==> src/rtl/prog_sequencer.sv <==
// Batch sequencer: runs NUM_PROGS programs back to back on the instruction fetch unit,
// counting RUN cycles per program and aborting the batch if a program exceeds TIMEOUT.
module prog_sequencer #(
    parameter int NUM_PROGS = 3,
    parameter int CYC_W     = 16,
    parameter int TIMEOUT   = 16'hFFFF,
    parameter int DRAIN_CYC = 2
) (
    input  logic             clk,
    input  logic             reset,
    input  logic             start,
    input  logic             halt,
    input  logic             stall,
    output logic             init,
    output logic             fetch_unit_en,
    output logic [7:0]       start_address,
    output logic [1:0]       prog_id,
    output logic             busy,
    output logic             done,
    output logic             timeout,
    output logic [CYC_W-1:0] cycle_count,
    output logic [CYC_W-1:0] last_cycles
);

    typedef enum logic [2:0] {
        S_IDLE  = 3'd0,
        S_INIT  = 3'd1,
        S_RUN   = 3'd2,
        S_DRAIN = 3'd3,
        S_NEXT  = 3'd4,
        S_DONE  = 3'd5
    } state_t;

    localparam logic [CYC_W-1:0] TIMEOUT_LAST = CYC_W'(TIMEOUT - 1);
    localparam logic [3:0]       DRAIN_LOAD   = 4'(DRAIN_CYC - 1);
    localparam logic [1:0]       LAST_PROG    = 2'(NUM_PROGS);

    state_t           state_reg;
    logic [3:0]       drain_cnt_reg;
    logic [1:0]       prog_id_reg;
    logic [CYC_W-1:0] cycle_count_reg;
    logic [CYC_W-1:0] last_cycles_reg;
    logic             init_reg;
    logic             done_reg;
    logic             timeout_reg;

    always_ff @(posedge clk or posedge reset) begin
        if (reset) begin
            state_reg       <= S_IDLE;
            drain_cnt_reg   <= '0;
            prog_id_reg     <= '0;
            cycle_count_reg <= '0;
            last_cycles_reg <= '0;
            init_reg        <= 1'b0;
            done_reg        <= 1'b0;
            timeout_reg     <= 1'b0;
        end else begin
            // init and done are single-cycle pulses, raised on entry to INIT/DONE
            init_reg <= 1'b0;
            done_reg <= 1'b0;
            case (state_reg)
                S_IDLE: begin
                    if (start) begin
                        state_reg       <= S_INIT;
                        init_reg        <= 1'b1;
                        prog_id_reg     <= 2'd1;
                        cycle_count_reg <= '0;
                        timeout_reg     <= 1'b0;
                    end
                end
                S_INIT: state_reg <= S_RUN;
                S_RUN: begin
                    cycle_count_reg <= cycle_count_reg + CYC_W'(1);
                    // halt takes priority over a coincident timeout
                    if (halt) begin
                        last_cycles_reg <= cycle_count_reg + CYC_W'(1);
                        drain_cnt_reg   <= DRAIN_LOAD;
                        state_reg       <= S_DRAIN;
                    end else if (cycle_count_reg == TIMEOUT_LAST) begin
                        timeout_reg <= 1'b1;
                        done_reg    <= 1'b1;
                        state_reg   <= S_DONE;
                    end
                end
                S_DRAIN: begin
                    if (drain_cnt_reg == 4'd0) begin
                        if (prog_id_reg == LAST_PROG) begin
                            done_reg  <= 1'b1;
                            state_reg <= S_DONE;
                        end else begin
                            state_reg <= S_NEXT;
                        end
                    end else begin
                        drain_cnt_reg <= drain_cnt_reg - 4'd1;
                    end
                end
                S_NEXT: begin
                    prog_id_reg     <= prog_id_reg + 2'd1;
                    cycle_count_reg <= '0;
                    init_reg        <= 1'b1;
                    state_reg       <= S_INIT;
                end
                S_DONE:  state_reg <= S_IDLE;
                default: state_reg <= S_IDLE;
            endcase
        end
    end

    // Fetch follows stall combinationally so a hazard freezes the PC in the same cycle
    assign fetch_unit_en = (state_reg == S_RUN) && !stall;
    assign busy          = (state_reg != S_IDLE);
    assign init          = init_reg;
    assign done          = done_reg;
    assign timeout       = timeout_reg;
    assign prog_id       = prog_id_reg;
    assign cycle_count   = cycle_count_reg;
    assign last_cycles   = last_cycles_reg;
    assign start_address = 8'h00;

endmodule

==> config.mk <==
export PLATFORM = sky130hd
export DESIGN_NAME = prog_sequencer
export DESIGN_NICKNAME = d
export VERILOG_FILES = /design/src/rtl/prog_sequencer.sv
export SDC_FILE = /design/constraint.sdc
export NUM_CORES = 1
export LEC_CHECK = 0
export CAP_MARGIN = 25
export CORE_AREA = 2 2 75 77
export DETAILED_ROUTE_END_ITERATION = 8
export DIE_AREA = 0 0 77 79
export PLACE_DENSITY = 0.72
export SLEW_MARGIN = 20
export SYNTH_ARGS = -nofsm -noshare
export SYNTH_HDL_FRONTEND = slang
export SYNTH_SLANG_ARGS = --single-unit
==> constraint.sdc <==
create_clock -name clk -period 2.2 [get_ports clk]
set_clock_uncertainty 0.15 [all_clocks]
set_input_delay 0.66 -clock clk [delete_from_list [all_inputs] [get_ports clk]]
set_output_delay 0.66 -clock clk [all_outputs]
set_load 0.005 [all_outputs]
==> results of run 1 <==
-- metal layers --
| layer | routed length, um | share of wire, % |
|---|---|---|
| met2 | 2480 | 47 |
| met4 | 96 | 1.8 |
| met1 | 2430 | 46 |
| met5 | 0 | 0 |
| met3 | 254 | 4.8 |
-- Yosys cell counts, types with 2 or more instances --
cell,number,area [um^2]
buf_2,5,25.0
nand3_1,10,50.1
a21o_1,3,22.5
nand2_1,19,71.3
o21ai_1,2,10.0
clkbuf_1,5,18.8
ha_1,4,50.1
xor2_1,5,43.8
nand4_1,6,37.5
and3_1,5,31.3
nor3_1,9,45.0
a21oi_1,22,110
nor4_2,2,25.0
a31oi_1,4,25.0
buf_6,2,22.5
nand2b_1,2,12.5
buf_4,11,82.6
nor4_1,2,12.5
o21ai_0,17,85.1
nor3b_1,3,22.5
inv_1,7,26.3
xnor2_1,11,96.3
o31ai_1,2,15.0
nor2_1,29,109
dfrtp_1,44,1100
-- final cells by class --
cell class | instances | area share, %
Multi-Input combinational cell | 181 | 36.8
Timing Repair Buffer | 55 | 18.0
Clock buffer | 6 | 2.45
Sequential cell | 44 | 37.6
Tap cell | 72 | 3.04
Clock inverter | 2 | 1.18
Inverter | 7 | 0.886
-- worst paths after layout --
path | from | to | slack (ns) | cells past startpoint
max in group asynchronous | reset | cycle_count[2] | 1.12 | 3
min in group asynchronous | reset | done | 0.53 | 3
setup reg to reg | cycle_count[0] | cycle_count[10] | 0.26 | 5
hold / removal | last_cycles[10] | last_cycles[10] | 0.38 | 2
hold reg to reg | last_cycles[10] | last_cycles[10] | 0.38 | 2
setup / recovery | cycle_count[13] | cycle_count[13] | 0.06 | 1
-- power by group through the flow --
stage / logic, mW / clock network (mW) / registers, mW
floorplan: 0.976 / 0 / 1.40
global placement: 1.72 / 0 / 1.42
global route: 2.02 / 0.666 / 1.49
finish: 1.83 / 0.622 / 1.44
CTS: 1.84 / 0.629 / 1.43
detailed placement: 1.78 / 0 / 1.44
-- stage by stage --
step                      total power [mW]  worst slack (ns)  instance area, um^2  hold slack (ns)
after detailed placement              3.21            -0.268                 2820            0.363
after CTS                             3.89           -0.0199                 2960            0.378
after global routing                  4.18           0.00623                 2960            0.396
after floorplan                       2.38             0.172                 2350            0.318
after global placement                3.14            -0.267                 2820            0.338
final                                 3.89            0.0610                 2960            0.375
-- kinds of logic (layout without fill, tap and decap cells) --
logic type	count (synthesis)	after routing	synth area share, %
other	1	8	0.161
AOI/OAI and AO/OA	56	56	14.0
adders and majority gates	4	4	2.15
buffers and inverters	30	70	7.53
DFF	44	44	47.3
xor gates and xnor gates	16	16	6.02
and+or+nand+nor	97	97	22.8
-- repair_timing --
action	in CTS	in global routing
endpoints found under the setup margin	7	8
pin swaps	1	3
setup buffers	1	0
gates resized for setup	14	7
==> flow_summary.toml, run 1 <==
[run_status]
status = "finished, final reports clean"

[final_layout]
nets = 303
final_common_cell = "clkdlybuf4s50_1"
drive_gt1_share_pct = 14.2
final_cell_mix = "41 x clkdlybuf4s50_1, 33 x dfrtp_1, 29 x nor2_1"
syn2layout_area_growth_pct = 27.4
diodes = 0
multiInputGateArea_mm2 = 0.00109
fin_cells = 367
ff_latch_area_mm2 = 0.00111
utilization_pct = 55.5
fillers = 506

[route]
route.detailed.drc = 0
drtPass1Iterations = 4
vias = 1923
drt_iter0_drc = 141
wl_mm = 5.26
ant_nets = 0
vias_per_cell = 5.24
wire_per_inst_um = 14.3

[logic_synthesis]
yosysSeqAreaShare_pct = 47.3
netlist_area_mm2 = 0.00233
synth_seq_cells = 44
synth_ff_type = "dfrtp_1"
avgSynthCellArea_um2 = 9.38
postSynthCellCount = 248
ys_warn_count = 0
synthArstFlopShare_pct = 100
synth_edf_count = 0
ys_types = 42

[place]
place_congestion = 0.840
dp.final_hpwl_mm = 3.63
io_buffer_count = 43
dpl.cell_count = 358

[clock_tree]
clkTransAtPathRegs_ns = 0.08
clock-sinks = 44
root_buffer = "clkbuf_8"
htree_levels = 2
clk_latency_ns = 0.31
cts_made_buffers = 5
hold_buffers = 0
cts_buffer_depth = 2
cts_tree = "yes"

[global_routing]
grt_pass1_wl_mm = 8.61
grt_busiest_layer = "met2"
overflow = 0
grt_use_met3_pct = 3.98
use_met1_pct = 25.1
antenna_found_initial = 0
grt_pass1_vias = 1732
grtUsageTotal_pct = 18.0
met2_usage_pct = 27.6
grt_max_degree = 45

[sta]
post-route-period-util_pct = 97.2
rsz0062_at_grt = "no"
period_minus_slack_ns = 2.14
fmax_ghz = 0.468
setup_viol = 0
tns_ns = 0
slew_violations = 0
hold_viol_final = 0

[floorplanning]
rows = 27
die_w_um = 77
die_y_um = 79
io_pins = 52
dieArea_mm2 = 0.00608
core_area_mm2 = 0.00534
start_util_pct = 43.6

[flow_run]
maxCapViolations = 0

[power]
p_leak_nw = 1.23
swShare_pct = 37.7
internal_power_mw = 2.42
sequentialPowerShare_pct = 37.0
power_frac_comb_pct = 47.0
p_sw_mw = 1.47
clkPwrFrac_pct = 16.0
power_per_cell_area_mw_per_mm2 = 1310
irDropWorstVdd_mv = 0.736

[setup_path]
cp_slowest_cell = "clkdlybuf4s50_1"
arrival_ns = 1.33
critPathMaxFanout = 7
crit_type = "reg -> out"
path_cells = "clkdlybuf4s50_1"
crit_buf_inv = 1
startpoint_type = "flop"
critPathTopFamily = "buffers and inverters"
required_ns = 1.39
crit_path_end_kind = "primary output"
max_stage_delay_ns = 0.55

[hold_path]
holdCritPathClass = "reg -> reg"
No activity file was read; power rests on OpenSTA's default activity.
==> run 2, diff against run 1 <==
==> constraint.sdc (replaced) <==
create_clock -name clk -period 2.15 [get_ports clk]
set_clock_uncertainty 0.15 [all_clocks]
set_input_delay 0.215 -clock clk [delete_from_list [all_inputs] [get_ports clk]]
set_output_delay 0.215 -clock clk [all_outputs]
set_load 0.005 [all_outputs]
==> run 2 against run 1 <==
Worst hold slack worse by 0.32 ns. Utilization is 0.47 points lower. Clock-buffer cell count is 1 higher. Clock power is 11% lower. Critical path depth is 2 higher. Combinational power hardly changed. Sequential share of layout area is 0.15 points lower. Design area is 0.84% lower. Setup slack better by 0.015 ns. Flip-flop and latch count stayed put. Cell count is 0.27% higher.
==> flow_summary.toml, run 2 (same netlist as run 1, synthesis figures left out) <==
[clock_tree]
cts_buffer_depth = 2
root_buffer = "clkbuf_8"
hold_buffers = 0
cts_made_buffers = 5
htree_levels = 2
cts_tree = "yes"
clkTransAtPathRegs_ns = 0.08
cts_resized = 0
clk_latency_ns = 0.29
cts_setup_buffers = 0
clock-sinks = 44

[setup_path]
path_cells = "or3b_1 -> nor2_1 -> clkdlybuf4s50_1"
critPathLaunch = "state_reg[2]"
r2r_cells = 5
critPathMaxFanout = 3
crit_type = "reg -> out"
required_ns = 1.78
rrSetupSlack_ns = 0.28
crit_path_end_kind = "primary output"
cp_slowest_cell = "clkdlybuf4s50_1"
arrival_ns = 1.71
startpoint_type = "flop"
reg2reg_to = "cycle_count[10]"
r2r-start = "cycle_count[0]"
endpoint = "fetch_unit_en"
max_stage_delay_ns = 0.50

[power]
power_per_cell_area_mw_per_mm2 = 1300
irDropWorstVdd_mv = 0.784
p_total_mw = 3.82
p_leak_nw = 1.25

[floorplanning]
start_util_pct = 43.6
rows = 27
io_pins = 52
core_area_mm2 = 0.00534
die_y_um = 79
dieArea_mm2 = 0.00608
die_w_um = 77

[global_routing]
antenna_found_initial = 0
overflow = 0
grt_pass1_wl_mm = 8.69
grt_max_degree = 21
grtUsageTotal_pct = 17.8
grt_pass1_vias = 1799

[final_layout]
fillers = 503
drive_gt1_share_pct = 10.1
final_area_mm2 = 0.00294
diodes = 0
final_cell_mix = "44 x dfrtp_1, 43 x clkdlybuf4s50_1, 29 x nor2_1"
final_common_cell = "dfrtp_1"
syn2layout_area_growth_pct = 26.3
nets = 305
fin_cells = 368

[route]
drt_iter0_drc = 123
vias_per_cell = 5.22
wire_per_inst_um = 13.9
ant_nets = 0
vias = 1920
route.detailed.drc = 0
drtPass1Iterations = 4
wl_mm = 5.11

[flow_run]
maxCapViolations = 0

[hold_path]
holdCritPathClass = "in -> async"

[sta]
rsz0062_at_grt = "no"
slew_violations = 0
fmax_ghz = 0.482
worstMarginPinSlew_ns = 0.525
post-route-period-util_pct = 96.5
whs_ns = 0.0570
setup_viol = 0
tns_ns = 0
relSlewSlack_pct = 64.8
hold_viol_final = 0
period_minus_slack_ns = 2.07

[place]
placed_cell_area_mm2 = 0.00284
io_buffer_count = 43
dpl.cell_count = 361
dp.final_hpwl_mm = 3.78
place_congestion = 0.901

[run_status]
status = "finished, final reports clean"
## run 2: cell count changes in the layout (fill, tap and decap cells not counted), sizes merged
cell           change
dlygate4sd2        -1
bufinv             -1
clkbuf             +1
clkdlybuf4s50      +2
clkinv             -1
buf                +1
## run 2: metal layers
layer / part of all wire, % / vias up / wire length [um] / track usage (%)
li1: - / 939 / - / -
met1: 47 / 937 / 2390 / 25.0
met2: 49 / 40 / 2490 / 28.4
met3: 3.6 / 4 / 182 / 3.30
met4: 0.94 / 0 / 48 / 5.18
met5: 0 / - / 0 / 0
## run 2: report_power, final
part           internal (mW)  switching (mW)
logic                  0.945           0.880
clock network          0.286           0.265
registers               1.15           0.292
## run 2: cell type report
class	count	area, um^2	area share [%]
clock buffer	7	96.3	3.28
tap	72	90.1	3.07
sequential	44	1100	37.5
inverter	7	26.3	0.894
timing repair buffer	57	548	18.6
multi-input combinational	181	1080	36.7
## run 2: through the flow
| stage | utilization, % | setup slack [ns] |
|---|---|---|
| 2_1_floorplan | - | 0.385 |
| 3_3_place_gp | 53.3 | 0.334 |
| 3_5_place_dp | 53.3 | 0.284 |
| 4_1_cts | 55.1 | 0.0531 |
| 5_1_grt | 55.1 | 0.0161 |
| 6_report | 55.1 | 0.0757 |
## run 2: worst max-delay path: cells and delay by family (launching register included)
kind | cells | cell delay [ns]
buffers and inverters | 1 | 0.50
AND/OR/NAND/NOR | 2 | 0.55
flip-flops | 1 | 0.37
## run 2: worst min path at each step
stage	end	startpoint	slack, ns	depth (start not counted)
6_report	last_cycles[9]	reset	0.06	2
5_1_grt	cycle_count[10]	reset	0.08	2
4_1_cts	cycle_count[10]	reset	0.06	2
3_5_place_dp	drain_cnt_reg[0]	drain_cnt_reg[0]	0.35	1
3_3_place_gp	drain_cnt_reg[0]	drain_cnt_reg[0]	0.33	1
2_1_floorplan	timeout	start	0.15	1
